==> src/rtl/timestep_sched_if.sv <==
// Bundles the run/done/clear controls and the scheduler status outputs.
interface timestep_sched_if;
   logic        run;
   logic        done;
   logic        clr_ovr;
   logic        trig;
   logic        busy;
   logic        overrun;
   logic [31:0] step_cnt;
   logic [15:0] skip_cnt;

   // Controller side: drives the controls and observes the status.
   modport master (
      output run, done, clr_ovr,
      input  trig, busy, overrun, step_cnt, skip_cnt
   );

   // Scheduler side.
   modport slave (
      input  run, done, clr_ovr,
      output trig, busy, overrun, step_cnt, skip_cnt
   );
endinterface

==> src/rtl/timestep_sched.sv <==
// Timestep scheduler: after an optional alignment delay it raises a one-cycle
// trig every PERIOD cycles, but only while the solver chain is free.
// A trigger that falls due while the chain is still busy is skipped and flagged.
module timestep_sched #(
   parameter int unsigned PERIOD = 32'd1000,
   parameter int unsigned OFFSET = 32'd0
) (
   input logic             clk,
   input logic             rst,
   timestep_sched_if.slave bus
);

   typedef enum logic [1:0] {StIdle, StAlign, StRun} state_e;

   localparam logic [31:0] PeriodM1 = 32'(PERIOD - 1);
   localparam logic [31:0] OffsetM1 = (OFFSET == 0) ? 32'd0 : 32'(OFFSET - 1);

   state_e      state_q, state_d;
   logic [31:0] tc_q, tc_d;
   logic [31:0] ocnt_q, ocnt_d;
   logic        trig_q, trig_d;
   logic        busy_q, busy_d;
   logic        overrun_q, overrun_d;
   logic [31:0] step_q, step_d;
   logic [15:0] skip_q, skip_d;
   logic        due;
   logic        eff_busy;

   // done in the same cycle as a due trigger frees the slot for that trigger.
   assign eff_busy = busy_q & ~bus.done;

   // Next-state: sequencing FSM plus trigger/busy/overrun bookkeeping.
   always_comb begin
      state_d   = state_q;
      tc_d      = tc_q;
      ocnt_d    = ocnt_q;
      trig_d    = 1'b0;
      busy_d    = busy_q;
      overrun_d = overrun_q;
      step_d    = step_q;
      skip_d    = skip_q;
      due       = 1'b0;

      unique case (state_q)
         StIdle: begin
            if (bus.run) begin
               if (OFFSET == 0) begin
                  state_d = StRun;
                  tc_d    = 32'd0;
               end else begin
                  state_d = StAlign;
                  ocnt_d  = 32'd0;
               end
            end
         end
         StAlign: begin
            if (!bus.run) begin
               state_d = StIdle;
               tc_d    = 32'd0;
               ocnt_d  = 32'd0;
            end else if (ocnt_q == OffsetM1) begin
               state_d = StRun;
               tc_d    = 32'd0;
               ocnt_d  = 32'd0;
            end else begin
               ocnt_d = ocnt_q + 32'd1;
            end
         end
         StRun: begin
            if (!bus.run) begin
               state_d = StIdle;
               tc_d    = 32'd0;
               ocnt_d  = 32'd0;
            end else begin
               due  = (tc_q == 32'd0);
               tc_d = (tc_q == PeriodM1) ? 32'd0 : tc_q + 32'd1;
            end
         end
         default: begin
            state_d = StIdle;
            tc_d    = 32'd0;
            ocnt_d  = 32'd0;
         end
      endcase

      // Clear first so a simultaneous new overrun wins.
      if (bus.clr_ovr) begin
         overrun_d = 1'b0;
      end

      if (due) begin
         if (!eff_busy) begin
            trig_d = 1'b1;
            busy_d = 1'b1;
            step_d = step_q + 32'd1;
         end else begin
            overrun_d = 1'b1;
            if (skip_q != 16'hFFFF) begin
               skip_d = skip_q + 16'd1;
            end
         end
      end else if (bus.done && busy_q) begin
         busy_d = 1'b0;
      end
   end

   // State registers with asynchronous active-low reset.
   always_ff @(posedge clk or negedge rst) begin
      if (!rst) begin
         state_q   <= StIdle;
         tc_q      <= 32'd0;
         ocnt_q    <= 32'd0;
         trig_q    <= 1'b0;
         busy_q    <= 1'b0;
         overrun_q <= 1'b0;
         step_q    <= 32'd0;
         skip_q    <= 16'd0;
      end else begin
         state_q   <= state_d;
         tc_q      <= tc_d;
         ocnt_q    <= ocnt_d;
         trig_q    <= trig_d;
         busy_q    <= busy_d;
         overrun_q <= overrun_d;
         step_q    <= step_d;
         skip_q    <= skip_d;
      end
   end

   assign bus.trig     = trig_q;
   assign bus.busy     = busy_q;
   assign bus.overrun  = overrun_q;
   assign bus.step_cnt = step_q;
   assign bus.skip_cnt = skip_q;

endmodule

==> src/flat_wrapper.sv <==
// flat-port wrapper written by rule: the top's interface ports become plain ports
module timestep_sched_flat 
#(
   parameter int unsigned PERIOD = 32'd1000,
   parameter int unsigned OFFSET = 32'd0
)
  (clk, rst, bus_run, bus_done, bus_clr_ovr, bus_trig, bus_busy, bus_overrun, bus_step_cnt, bus_skip_cnt);
  timestep_sched_if bus_i ();
  input logic clk;
  input logic rst;
  input wire logic [$bits(bus_i.run)-1:0] bus_run;
  input wire logic [$bits(bus_i.done)-1:0] bus_done;
  input wire logic [$bits(bus_i.clr_ovr)-1:0] bus_clr_ovr;
  output wire logic [$bits(bus_i.trig)-1:0] bus_trig;
  output wire logic [$bits(bus_i.busy)-1:0] bus_busy;
  output wire logic [$bits(bus_i.overrun)-1:0] bus_overrun;
  output wire logic [$bits(bus_i.step_cnt)-1:0] bus_step_cnt;
  output wire logic [$bits(bus_i.skip_cnt)-1:0] bus_skip_cnt;
  assign bus_i.run = bus_run;
  assign bus_i.done = bus_done;
  assign bus_i.clr_ovr = bus_clr_ovr;
  assign bus_trig = bus_i.trig;
  assign bus_busy = bus_i.busy;
  assign bus_overrun = bus_i.overrun;
  assign bus_step_cnt = bus_i.step_cnt;
  assign bus_skip_cnt = bus_i.skip_cnt;
  timestep_sched #(.PERIOD(PERIOD), .OFFSET(OFFSET)) u_core (.clk(clk), .rst(rst), .bus(bus_i));
endmodule
==> config.mk <==
export PLATFORM = sky130hd
export DESIGN_NAME = timestep_sched_flat
export DESIGN_NICKNAME = d
export VERILOG_FILES = /design/src/rtl/timestep_sched_if.sv /design/src/rtl/timestep_sched.sv /design/src/flat_wrapper.sv
export SDC_FILE = /design/constraint.sdc
export NUM_CORES = 1
export LEC_CHECK = 0
export BUFFER_PORTS_ARGS = -buffer_cell sky130_fd_sc_hd__clkbuf_2
export CAP_MARGIN = 20
export CORE_ASPECT_RATIO = 1.1
export CORE_MARGIN = 2
export CORE_UTILIZATION = 45
export DETAILED_ROUTE_END_ITERATION = 7
export PLACE_DENSITY = 0.69
export REMOVE_ABC_BUFFERS = 1
export SYNTH_ARGS = -nofsm -noshare
export SYNTH_HDL_FRONTEND = slang
export SYNTH_SLANG_ARGS = --single-unit
==> constraint.sdc <==
create_clock -name clk -period 2.1 [get_ports clk]
set_input_delay 0.315 -clock clk [delete_from_list [all_inputs] [get_ports clk]]
set_output_delay 0.315 -clock clk [all_outputs]
set_load 0.01 [all_outputs]
Yosys cells after proc, flatten, opt, wreduce, memory -nomap -nowiden
Cells that the tools add are included.
{"block": "classes", "add_sub_neg": 4, "eq_ne": 8, "mux": 25, "bitwise": 4, "n_reduce_logical": 11}
{"op": "32-bit 2-to-1 mux", "count": 8}
{"op": "32-bit one-hot mux with 3 select lines", "count": 2}
{"op": "32-bit by 1-bit adder with 32-bit output (second input constant)", "count": 3}
{"op": "32-bit logical NOT", "count": 2}
{"op": "32-bit by 10-bit == test with 1-bit output (second input constant)", "count": 1}
{"op": "16-bit by 1-bit adder with 16-bit output (second input constant)", "count": 1}
{"op": "16-bit inequality test (second input constant)", "count": 1}
{"op": "1-bit 2-to-1 mux", "count": 10}
{"op": "2-bit 2-to-1 mux", "count": 4}
{"op": "2-bit AND reduction", "count": 4}
{"op": "2-bit inequality test (second input constant)", "count": 3}
{"op": "2-bit one-hot mux with 3 select lines", "count": 1}
{"op": "3-bit AND reduction", "count": 2}
{"op": "3-bit by 2-bit inequality test with 1-bit output (second input constant)", "count": 1}
{"op": "1-bit NOT", "count": 3}
{"op": "2-bit by 1-bit == test with 1-bit output (second input constant)", "count": 1}
{"op": "2-bit == test (second input constant)", "count": 1}
{"op": "2-bit logical NOT", "count": 1}
{"op": "2-bit nonzero test", "count": 1}
{"op": "1-bit AND", "count": 1}
{"op": "1-bit logical AND", "count": 1}
{"block": "word_totals", "reg_bits": 117, "in_bits": 5, "output_inout_bits": 51, "word_cells": 60}

Logic depth before layout (Yosys ltp)
{"block": "depth", "ltp_word": 5, "ltp_mapped": 8, "depth_no_buf": 7}

Worst setup path after synthesis
Ideal clock, no wire load.
{"block": "synth_timing", "path_type": "register to register", "start": "register u_core.skip_q[0], in the netlist u_core.bus.skip_cnt[0]", "end": "register u_core.skip_q[3], in the netlist u_core.bus.skip_cnt[3]", "arrival_ns": 2.025, "t_required_ns": 1.973, "path_slack_ns": -0.052, "stages_incl_launch_ff": 8, "path_buffers": 1, "synth_period_minus_slack_ns": 2.152, "cell_sequence": "dfrtp_1 -> ha_1 -> and4_1 -> and3_1 -> a2111oi_4 -> buf_2 -> nand3_1 -> xnor2_1"}
{"block": "synth_between", "elab_chain_len": 2}
{"element": "from (decl)", "line_no": "timestep_sched.sv:25", "rtl": "logic [15:0] skip_q, skip_d;"}
{"element": "from (signal assigned)", "line_no": "timestep_sched.sv:126", "rtl": "skip_q <= skip_d;"}
{"element": "branches (longest 2 deep; another with 16-bit by 1-bit adder with 16-bit output)"}
Several ways; the timed one is not identified.
A chain may end at the register's enable or synchronous reset.

Final worst setup path
{"block": "layout_timing", "start": "register u_core.tc_q[17]", "end": "register u_core.step_q[31], in the netlist u_core.bus.step_cnt[31]"}
{"block": "layout_between", "elab_chain_len": 4}
{"element": "from (decl)", "line_no": "timestep_sched.sv:19", "rtl": "logic [31:0] tc_q, tc_d;"}
{"element": "from (signal assigned)", "line_no": "timestep_sched.sv:120", "rtl": "tc_q <= tc_d;"}
{"element": "32-bit logical NOT", "line_no": "timestep_sched.sv:75", "rtl": "due = (tc_q == 32'd0);"}
{"element": "1-bit 2-to-1 mux", "line_no": "timestep_sched.sv:70", "rtl": "if (!bus.run) begin"}
{"element": "1-bit 2-to-1 mux", "line_no": "timestep_sched.sv:44", "rtl": "unique case (state_q)"}
{"element": "2-bit AND reduction (no line)"}
{"element": "to (signal assigned)", "line_no": "timestep_sched.sv:125", "rtl": "step_q <= step_d;"}
{"element": "to (decl)", "line_no": "timestep_sched.sv:24", "rtl": "logic [31:0] step_q, step_d;"}
No other way between the ends.

==> impl_metrics.toml <==
[sta]
relSlewSlack = 0.670
setup_tns_ns = 0
rsz0062_at_grt = "true"
worst_pin_slew_ns = 0.495
max_freq_ghz = 0.480
finalWorstSetupSlack_ns = 0.0177
finalMaxSlewViolations = 0
hold_viol_final = 0
setup_viol = 0
whs_ns = 0.180
final.min_clock_period_ns = 2.08
finalClockSkew_ns = 0.0133
period_share = 0.992

[global_routing]
grt_pass1_vias = 3516
grt_antenna_before_repair = 0
grt_max_degree = 48
gr-total-overflow = 0
grt_pass1_wl_mm = 16.1
gr-usage-all-layers = 0.199

[setup_path]
slowest_delay_ns = 0.65
cp.required_ns = 2.37
worst-path-max-fanout = 8
cp_cell_sequence = "nor4_4, nand4_4, or4_4, nor4_4, xor2_1"
crit_path_frequent_cell = "nor4_4"
critPathBufInv = 0
slowest_stage = "or4_4"
cp-start-kind = "register"
path_class = "register to register"
crit_family = "simple AND/OR/NAND/NOR gates"
cp.arrival_ns = 2.35
end_kind = "register"

[cts]
cts_buffer_depth = 2
path_clk_slew_ns = 0.09
clock_latency_ns = 0.35
cts_num_sinks = 84
clock_tree.root_cell = "clkbuf_8"
cts_tree = "built"
cts_buffers = 9
cts.htree.levels = 3

[placed_design]
post-place-ws_ns = -0.0868
hpwl_mm = 7.06
gp_congestion = 0.825
placed_area_mm2 = 0.00510
numPortBuffers = 55

[floorplan]
chipWidth_um = 96.5
start_util = 0.457
rows = 37
core_area_mm2 = 0.00926
dieArea_mm2 = 0.0102
ioPinCount = 56
die_h_um = 106

[synthesis]
synth_area_mm2 = 0.00424
syn_avg_cell_area_um2 = 10.5
synth_flop_cell = "dfrtp_1"
synth_cell_types = 42
yosys.area.top_type = "dfrtp_1"
synth_top_area_frac = 0.496
synthTopCellsByCount = "84 x dfrtp_1, 40 x nor2_1, 38 x nand3_1"
yosys-top-cells-area = "dfrtp_1 50%, xnor2_1 7.4%, xor2_1 7.4%, nand3_1 4.5%, nor2_1 3.5%"
synthArstFlopShare = 1.00
synthCells = 402
ys_seq_area_frac = 0.496
synth_warnings = 0
synth.most_common_cell = "dfrtp_1"
synth_edf_count = 0
synth_seq_cells = 84

[pwr]
power_density_mw_per_mm2 = 747
peakVddDrop_uv = 286
p_leak_nw = 2.66
p_seq_frac = 0.446
switching_share = 0.293
pwr-share-comb = 0.244
internal_power_w = 0.00289
switchingPower_w = 0.00120
clkPwrFrac = 0.310

[finish]
final_cell_area_mm2 = 0.00548
area_growth_pct = 29.3
n_antenna_cell = 0
fin_util = 0.591
drive_gt1_frac = 0.323
nNetsFinal = 538

[outcome]
status = "finished, final reports clean"

[detailed_routing]
vias = 3485
drtAntennaViolNets = 0
drt-total-wl_mm = 9.63
drt_first_pass_iters = 4
wl_per_cell_um = 14.8
vias_per_cell = 5.36
dr.first_iter.drc_count = 185
drc = 0

[job]
maxCapViolCount = 0

[min_path]
hold_path.class = "input pin to register"
[registers in the layout, indices dropped and copies added (netlist names)]
signal / cells
u_core.bus.overrun: 1
u_core.state_q: 1
u_core.bus.skip_cnt: 16
u_core.bus.step_cnt: 32
u_core.tc_q: 32
u_core.bus.trig: 1
u_core.bus.busy: 1
[per-layer routing]
| layer | track usage | wire (µm) |
|---|---|---|
| met1 | 0.249 | 4180 |
| met2 | 0.338 | 4970 |
| met3 | 0.0407 | 378 |
| met4 | 0.0644 | 103 |
| met5 | 0 | 0 |
[layout make-up]
class,instances,area (µm²)
Clock buffer,12,145
Clock inverter,4,72.6
Fill cell,775,3780
Inverter,13,48.8
Multi-Input combinational cell,294,2110
Sequential cell,84,2100
Tap cell,117,146
Timing Repair Buffer,126,846
[timing repair]
action	4_1_cts	5_1_grt
hold endpoints to repair	37	0
buffers inserted	3	3
hold buffers	1	0
endpoints found under the setup margin	14	50
pin swaps	3	9
gates cloned	0	0
gates resized for setup	5	17
[power by group through the flow]
stage | Combinational (W) | Clock, W | Sequential (W)
4_1_cts | 0.000947 | 0.00130 | 0.00182
5_1_grt | 0.00110 | 0.00136 | 0.00184
6_report | 0.000998 | 0.00127 | 0.00182
3_3_place_gp | 0.000897 | 0 | 0.00184
2_1_floorplan | 0.000381 | 0 | 0.00191
3_5_place_dp | 0.000923 | 0 | 0.00185
[through the flow]
step / std cells / total power, W
2_1_floorplan: 391 / 0.00229
3_3_place_gp: 627 / 0.00274
3_5_place_dp: 627 / 0.00277
4_1_cts: 647 / 0.00407
5_1_grt: 650 / 0.00430
6_report: 650 / 0.00409
[layout by cell type, fill, tap and decap left out, types with 3 or more instances in the layout]
master / netlist / layout
dfrtp_1: 84 / 84
buf_4: 2 / 67
clkbuf_2: 0 / 54
nor2_1: 40 / 39
nand3_1: 38 / 37
xor2_1: 36 / 36
xnor2_1: 36 / 36
nand2_1: 32 / 31
nand4_1: 23 / 23
inv_1: 13 / 13
nor3_1: 15 / 13
and3_1: 12 / 11
clkbuf_8: 0 / 10
nor4_4: 6 / 8
nor4_1: 7 / 5
and4_1: 6 / 5
ha_1: 5 / 4
or4_1: 4 / 3
nor3_2: 2 / 3
[logic make-up after synthesis]
family                     Yosys count  share of synthesized area
AOI/OAI and AO/OA                    9                     0.0192
xor gates and xnor gates            72                      0.149
adders and majority gates            5                     0.0148
buffers and inverters               24                     0.0263
DFF                                 84                      0.496
muxes                                3                    0.00798
and+or+nand+nor                    205                      0.287
[final timing paths]
path,startpoint,endpoint,slack [ns],depth (start not counted)
min in group asynchronous,rst,u_core.bus.skip_cnt[13]$_DFFE_PN0P_,0.47,2
min reg2reg,u_core.bus.step_cnt[31]$_DFFE_PN0P_,u_core.bus.step_cnt[31]$_DFFE_PN0P_,0.47,1
max,u_core.tc_q[17]$_DFFE_PN0P_,u_core.bus.step_cnt[31]$_DFFE_PN0P_,0.02,5
max reg2reg,u_core.tc_q[17]$_DFFE_PN0P_,u_core.bus.step_cnt[31]$_DFFE_PN0P_,0.02,5
max in group asynchronous,rst,u_core.tc_q[10]$_DFFE_PN0P_,1.00,3
min,bus_clr_ovr,u_core.bus.overrun$_DFF_PN0_,0.18,2
(Power assumes the default switching activity.)
